## src/rtl/prog_sequencer.sv

```systemverilog
// prog_sequencer: fetches instruction words from a synchronous program ROM
// and feeds them to a processor, one instruction at a time. Each instruction
// is issued with a one-cycle Run pulse. The second word of an mvi is passed
// through on the following cycle. A single-word instruction then waits for
// the processor's Done, bounded by a timeout.
module prog_sequencer #(
    parameter int ADDR_W = 5,
    parameter int TMO    = 4
) (
    input  logic              ClocK,
    input  logic              Reset,
    input  logic              Start,
    input  logic              Stop,
    input  logic [9:0]        MemQ,
    input  logic              Done,
    output logic [ADDR_W-1:0] Addr,
    output logic [9:0]        DIN,
    output logic              Run,
    output logic              Busy,
    output logic              Halted,
    output logic              Error,
    output logic [7:0]        InstrCnt
);

    // Opcode field values that change the sequencing.
    localparam logic [3:0] OP_MVI  = 4'b0001;
    localparam logic [3:0] OP_HALT = 4'b1111;

    // The wait counter only needs to reach TMO-1 before the timeout fires.
    localparam int WCNT_W = (TMO > 1) ? $clog2(TMO + 1) : 1;
    localparam logic [WCNT_W-1:0] WCNT_LAST = WCNT_W'(TMO - 1);

    typedef enum logic [2:0] {
        S_IDLE,
        S_FETCH,
        S_DECODE,
        S_ISSUE,
        S_OPERAND,
        S_WAIT,
        S_HALTED,
        S_ERROR
    } state_t;

    state_t            state_reg, state_next;
    logic [ADDR_W-1:0] pc_reg, pc_next;
    logic [9:0]        ir_reg, ir_next;
    logic [WCNT_W-1:0] wait_cnt_reg, wait_cnt_next;
    logic [7:0]        instr_cnt_reg, instr_cnt_next;
    // A Stop seen while an instruction is in flight is held until the next
    // FETCH, so a short pulse is not lost between instruction boundaries.
    logic              stop_pend_reg, stop_pend_next;

    // State and datapath registers, with synchronous reset taking priority.
    always_ff @(posedge ClocK) begin
        if (Reset) begin
            state_reg     <= S_IDLE;
            pc_reg        <= '0;
            ir_reg        <= '0;
            wait_cnt_reg  <= '0;
            instr_cnt_reg <= '0;
            stop_pend_reg <= 1'b0;
        end else begin
            state_reg     <= state_next;
            pc_reg        <= pc_next;
            ir_reg        <= ir_next;
            wait_cnt_reg  <= wait_cnt_next;
            instr_cnt_reg <= instr_cnt_next;
            stop_pend_reg <= stop_pend_next;
        end
    end

    // Next-state logic and state-decoded processor outputs.
    always_comb begin
        state_next     = state_reg;
        pc_next        = pc_reg;
        ir_next        = ir_reg;
        wait_cnt_next  = wait_cnt_reg;
        instr_cnt_next = instr_cnt_reg;
        stop_pend_next = stop_pend_reg;
        DIN            = '0;
        Run            = 1'b0;

        unique case (state_reg)
            // Idle, halted and error all restart the program from address 0.
            S_IDLE, S_HALTED, S_ERROR: begin
                if (Start) begin
                    state_next     = S_FETCH;
                    pc_next        = '0;
                    instr_cnt_next = '0;
                    wait_cnt_next  = '0;
                    // Start wins over a simultaneous Stop; the Stop is
                    // then honoured at the first FETCH.
                    stop_pend_next = Stop;
                end
            end

            // Addr already shows the PC; the ROM word arrives in DECODE.
            S_FETCH: begin
                if (Stop || stop_pend_reg) begin
                    state_next     = S_HALTED;
                    stop_pend_next = 1'b0;
                end else begin
                    state_next = S_DECODE;
                end
            end

            S_DECODE: begin
                ir_next = MemQ;
                if (Stop) begin
                    stop_pend_next = 1'b1;
                end
                if (MemQ[9:6] == OP_HALT) begin
                    // HALT is not issued; PC stays on the HALT word.
                    state_next     = S_HALTED;
                    stop_pend_next = 1'b0;
                end else begin
                    pc_next    = pc_reg + ADDR_W'(1);
                    state_next = S_ISSUE;
                end
            end

            // The only state in which Run is asserted.
            S_ISSUE: begin
                DIN = ir_reg;
                Run = 1'b1;
                if (Stop) begin
                    stop_pend_next = 1'b1;
                end
                if (ir_reg[9:6] == OP_MVI) begin
                    state_next = S_OPERAND;
                end else begin
                    state_next    = S_WAIT;
                    wait_cnt_next = '0;
                end
            end

            // The operand word was addressed during ISSUE and is on MemQ now.
            S_OPERAND: begin
                DIN            = MemQ;
                pc_next        = pc_reg + ADDR_W'(1);
                instr_cnt_next = instr_cnt_reg + 8'd1;
                state_next     = S_FETCH;
                if (Stop) begin
                    stop_pend_next = 1'b1;
                end
            end

            // Wait for the processor, giving up after TMO cycles without Done.
            S_WAIT: begin
                if (Stop) begin
                    stop_pend_next = 1'b1;
                end
                if (Done) begin
                    instr_cnt_next = instr_cnt_reg + 8'd1;
                    state_next     = S_FETCH;
                end else if (wait_cnt_reg == WCNT_LAST) begin
                    state_next = S_ERROR;
                end else begin
                    wait_cnt_next = wait_cnt_reg + WCNT_W'(1);
                end
            end

            default: begin
                state_next = S_IDLE;
            end
        endcase
    end

    // Status outputs decoded directly from registered state.
    always_comb begin
        Addr     = pc_reg;
        InstrCnt = instr_cnt_reg;
        Halted   = (state_reg == S_HALTED);
        Error    = (state_reg == S_ERROR);
        Busy     = !((state_reg == S_IDLE) || (state_reg == S_HALTED) ||
                     (state_reg == S_ERROR));
    end

endmodule

```

## config.mk

```make
export PLATFORM = sky130hd
export DESIGN_NAME = prog_sequencer
export DESIGN_NICKNAME = d
export VERILOG_FILES = /design/src/rtl/prog_sequencer.sv
export SDC_FILE = /design/constraint.sdc
export NUM_CORES = 1
export LEC_CHECK = 0
export BUFFER_PORTS_ARGS = -buffer_cell sky130_fd_sc_hd__buf_2
export CAP_MARGIN = 20
export CORE_ASPECT_RATIO = 1.25
export CORE_MARGIN = 3
export CORE_UTILIZATION = 56
export CTS_CLUSTER_SIZE = 12
export DETAILED_ROUTE_END_ITERATION = 8
export PLACE_DENSITY = 0.85
export SLEW_MARGIN = 5
export SYNTH_ARGS = -nofsm -noshare
export SYNTH_HDL_FRONTEND = slang
export SYNTH_SLANG_ARGS = --single-unit
```

## constraint.sdc

```tcl
create_clock -name ClocK -period 2.3 [get_ports ClocK]
set_input_delay 0.115 -clock ClocK [delete_from_list [all_inputs] [get_ports ClocK]]
set_output_delay 0.115 -clock ClocK [all_outputs]
set_load 0.02 [all_outputs]
```

-- Word-level counts from Yosys, hierarchy flattened
Cells that the tools add are included.
- register bits: 30
- input bits: 15
- output and inout port bits: 27
- logic and storage cells: 67
- add/sub/neg operators: 3
- equality and inequality tests: 18
- muxes and demuxes: 25
- reductions and logical operators: 15
- operators by type and width (kind ; number):
    3-bit two-way mux ; 9
    8-bit case mux with 3 select lines ; 1
    10-bit case mux with 2 select lines ; 1
    3-bit case mux with 6 select lines ; 1
    8-bit two-way mux ; 2
    5-bit case mux with 3 select lines ; 1
    2-bit inequality test, second input constant ; 7
    3-bit == test, second input constant ; 4
    5-bit two-way mux ; 2
    3-bit by 2-bit == test with 1-bit output, second input constant ; 3
    3-bit case mux with 3 select lines ; 1
    3-bit nonzero test ; 3
    8-bit by 1-bit adder with 8-bit output, second input constant ; 1
    1-bit two-way mux ; 6
    3-bit AND reduction ; 2
    3-bit OR reduction ; 2
    5-bit by 1-bit adder with 5-bit output, second input constant ; 1
    5-bit AND reduction ; 1
    4-bit by 1-bit == test with 1-bit output, second input constant ; 1
    4-bit == test, second input constant ; 1
    1-bit case mux with 4 select lines ; 1
    2-bit AND reduction ; 2
    3-bit by 1-bit adder with 3-bit output, second input constant ; 1
    3-bit by 1-bit == test with 1-bit output, second input constant ; 1
    other kinds (4) ; 6

-- Logic depth before layout (Yosys ltp)
- depth after elaboration: 4
- gate-level depth with buffers: 6
- gate-level depth less buffers: 5

-- Least setup slack after synthesis
OpenSTA, ideal clock, no wires.
- path type: reg2out
- start point: register state_reg[0]
- end point: output port Busy
- arrival time: 1438 ps
- data required time: 2185 ps
- path slack: 747 ps
- cell stages (with the launch flop): 6
- path buffers: 3
- cells stage by stage: dfxtp_1 buf_4 clkbuf_1 clkbuf_1 nor3_1 a21oi_1
- longest elaborated chain between the ends: 4
- elaborated cells on any way between the ends: 6
- those cells by class: 2 x eq/ne; 4 x reduce/logical
- RTL lines (element ; RTL line ; RTL):
    start, declared ; 44 ; state_t state_reg, state_next;
    start signal, assigned ; 63 ; state_reg <= state_next;
    3-bit == test / 3-bit logical NOT (equally long branches) ; 175 ; Busy = !((state_reg == S_IDLE) || (state_reg == S_HALTED) ||
    1-bit logical OR ; 175 ;
    1-bit logical OR * ; 175 ;
    1-bit logical NOT * ; 175 ;
    end, declared ; 19 ; output logic Busy,
Every way passes the cells marked *; elsewhere a longest branch is shown, timed or not.

-- Worst setup path after layout
- start point: register state_reg[0]
- end point: output port DIN[6]
- longest elaborated chain between the ends: 2
- elaborated cells on any way between the ends: 3
- those cells by class: 2 x eq/ne; 1 x mux
- RTL lines (element ; RTL line ; RTL):
    3-bit == test / 3-bit by 2-bit == test with 1-bit output (equally long branches) ; 83 ; unique case (state_reg)
    10-bit case mux with 2 select lines * ; 83 ;
    end, declared ; 17 ; output logic [9:0] DIN,
Marks and branches as above.

==> metrics.yaml <==
power:
  power_frac_comb_pct: 29.0
  power_density_mw_per_mm2: 650.7
  ir_worst_vdd_mv: 0.4691
  switchingPower_uw: 448.9
  pwr-share-clk_pct: 22.7
  finalPower_mw: 1.256
  switching_share_pct: 35.73
  cellLeakagePower_nw: 0.8009
  pwr-share-seq_pct: 48.3
  internal-power_uw: 807.3
worst_hold_path:
  worstHoldPathType: "in2reg"
  hold_depth: 3
sta:
  fin_skew_ns: 0.01300
  tightest_slew_ns: 0.6190
  setup_violations: 0
  drv_slew: 0
  fmax_mhz: 465.5
  hold_viol: 0
  min_period_over_period_pct: 93.41
  timing.final.ws_setup_ns: 0.1517
  min_period_ns: 2.148
  fin_setup_tns_ns: 0
  rsz0062_at_grt: "false"
  max-slew-margin-rel_pct: 58.58
floorplan:
  core_region_area_sq_mm: 0.002759
  initial_core_util_pct: 60.27
  die_y_um: 66.93
  fp.dieArea_sq_mm: 0.003663
  rows: 21
  boundaryPins: 42
  dieWidth_um: 54.74
worst_setup_path:
  r2r-start: "state_reg[2]"
  cp-end-kind: "output port"
  cp_cell_sequence: "buf_4 -> inv_1 -> nor2_1 -> buf_4 -> a22o_1 -> buf_2"
  endpoint: "DIN[6]"
  crit_required_ns: 2.18
  crit_type: "reg2out"
  ff2ff_setup_slack_ns: 0.42
  reg2reg_to: "Addr[2]"
  path_common_cell: "buf_4"
  cp-start-kind: "flip-flop"
  slowest_stage: "dfxtp_1"
  timing.critical_path.arrival_ns: 2.03
  slowest_delay_ns: 0.69
  worst_r2r_path_depth: 4
  crit_fanout: 14
  setup.worst_path.start: "state_reg[0]"
clock_tree:
  worstSkewPairLatency_ns: 0.33
  post_cts_buffers: 0
  cts_tree: "built"
  clk_pin_slew_ns: 0.10
  numCtsBuffers: 5
  clockBufferDepth: 2
  cts_num_sinks: 30
  htreeDepth: 2
  clockRootBuffer: "clkbuf_4"
global_route:
  grtUsageTotal_pct: 22.85
  grt_pass1_vias: 1432
  grt_antenna_before_repair: 0
  overflow: 0
  grt_max_degree: 30
  grt_pass1_wl_um: 6092
route:
  antenna_left: 0
  drcViolationCount: 0
  first_pass_iters: 4
  wire_per_inst_um: 13.58
  via_count: 1610
  via_per_inst: 5.876
  drtIter0Drc: 86
  wirelength_um: 3722
yosys:
  synth_top_area_cell: "dfxtp_1"
  synthTopCellsByArea: "dfxtp_1 36%, a21oi_1 5.7%, a22o_1 5.3%"
  yosysTopAreaCellShare_pct: 36.12
  synth-seq-cells: 30
  synth-edff-count: 0
  async_flop_share_pct: 0
  ys_seq_area_share_pct: 36.12
  netlist_top_cells_count: "30 x dfxtp_1, 21 x nand2_1, 19 x a21oi_1"
  synth_area_sq_mm: 0.001663
  synth_cells: 201
  yosysUniqueCellTypes: 46
  yosysWarnings: 0
  synthFlopType: "dfxtp_1"
  postSynthNetCount: 220
  yosysMostFrequentCell: "dfxtp_1"
  syn_area_per_cell_sq_um: 8.273
job:
  cap_violations: 0
final_layout:
  final_nets: 259
  drive_above_1_share_pct: 25.83
  diodes: 0
  largest_register_ffs: 10
  area_growth_pct: 16.10
  fillers: 252
place:
  place_hpwl_um: 2672
  port_buffers: 41
  pre_cts_ws_ns: 0.4628
  place_congestion: 0.7976
run_status:
  status: "completed"
-- cells in the final DEF (no fill, tap or decap), types with 2 or more instances in the layout --
| master | Yosys | routed |
|---|---|---|
| or3_1 | 3 | 3 |
| a31oi_1 | 8 | 8 |
| inv_1 | 5 | 5 |
| buf_4 | 2 | 5 |
| clkinv_2 | 0 | 2 |
| dfxtp_1 | 30 | 30 |
| clkbuf_4 | 0 | 5 |
| ha_1 | 4 | 4 |
| a41oi_1 | 2 | 2 |
| a22o_1 | 10 | 10 |
| and3_1 | 4 | 4 |
| a21oi_1 | 19 | 19 |
| nor2_1 | 13 | 13 |
| or4b_1 | 2 | 2 |
| nand3_1 | 7 | 7 |
| o21ai_0 | 17 | 17 |
| o22ai_1 | 2 | 2 |
| buf_2 | 2 | 41 |
| mux2i_1 | 4 | 4 |
| nand2_1 | 21 | 21 |
| nor3_1 | 5 | 5 |
| nand2b_1 | 7 | 7 |
-- repair_timing --
action / in CTS / in global routing
resized for setup: 0 / 1
hold buffers: 0 / 0
endpoints found under the setup margin: 0 / 10
-- cells by family (layout without fill, tap and decap cells) --
family | Yosys count | in the layout | synth area share, %
mux | 4 | 4 | 2.408
fa+ha+maj | 4 | 4 | 3.010
compound gates | 69 | 69 | 28.59
simple gates | 75 | 75 | 24.53
buf+inv | 19 | 58 | 5.342
flops | 30 | 30 | 36.12
-- metrics by stage --
| stage | cell area, sq um | instances | utilization (%) | hold WS [ns] |
|---|---|---|---|---|
| 2_1_floorplan | 1663 | 201 | - | 0.2510 |
| 3_3_place_gp | 1878 | 267 | 68.07 | 0.3687 |
| 3_5_place_dp | 1878 | 267 | 68.07 | 0.3731 |
| 4_1_cts | 1926 | 274 | 69.80 | 0.005203 |
| 5_1_grt | 1931 | 274 | 69.98 | 0.006523 |
| 6_report | 1931 | 274 | 69.98 | 0.01846 |
-- worst max-delay path: cells and delay by family, from the launching register on --
family,cells,cell delay (ns)
buffers and inverters,4,0.70
flip-flops,1,0.69
AO/OA/AOI/OAI,1,0.16
AND/OR/NAND/NOR,1,0.14
-- final cells by class --
type / count / area, sq um / area share (%)
multi-input combinational: 152 / 978.4 / 50.68
sequential: 30 / 600.6 / 31.11
timing repair buffer: 46 / 242.7 / 12.57
tap: 34 / 42.54 / 2.204
clock buffer: 5 / 37.54 / 1.944
inverter: 5 / 18.77 / 0.9721
clock inverter: 2 / 10.01 / 0.5185
-- power groups by stage --
stage,Sequential (mW),Combinational [mW],Clock (mW)
3_3_place_gp,0.615,0.354,0
6_report,0.607,0.364,0.285
4_1_cts,0.606,0.362,0.296
3_5_place_dp,0.617,0.359,0
2_1_floorplan,0.596,0.288,0
5_1_grt,0.613,0.406,0.318
-- worst min-delay path by stage --
stage | to | slack, ns | start
final | ir_reg[3] | 0.02 | MemQ[3]
after floorplan | ir_reg[0] | 0.25 | MemQ[0]
after detailed placement | ir_reg[3] | 0.37 | MemQ[3]
after global routing | ir_reg[4] | 0.007 | MemQ[4]
after CTS | ir_reg[3] | 0.005 | MemQ[3]
after global placement | ir_reg[3] | 0.37 | MemQ[3]
-- layer usage --
layer	GRT usage, %	part of all wire (%)	wire length, um	up-vias
li1	-	-	-	815
met4	13.40	2.0	74	0
met1	25.34	40	1506	727
met3	7.830	7.2	267	7
met5	0	0	0	-
met2	36.39	50	1873	61
(Power assumes the default switching activity.)
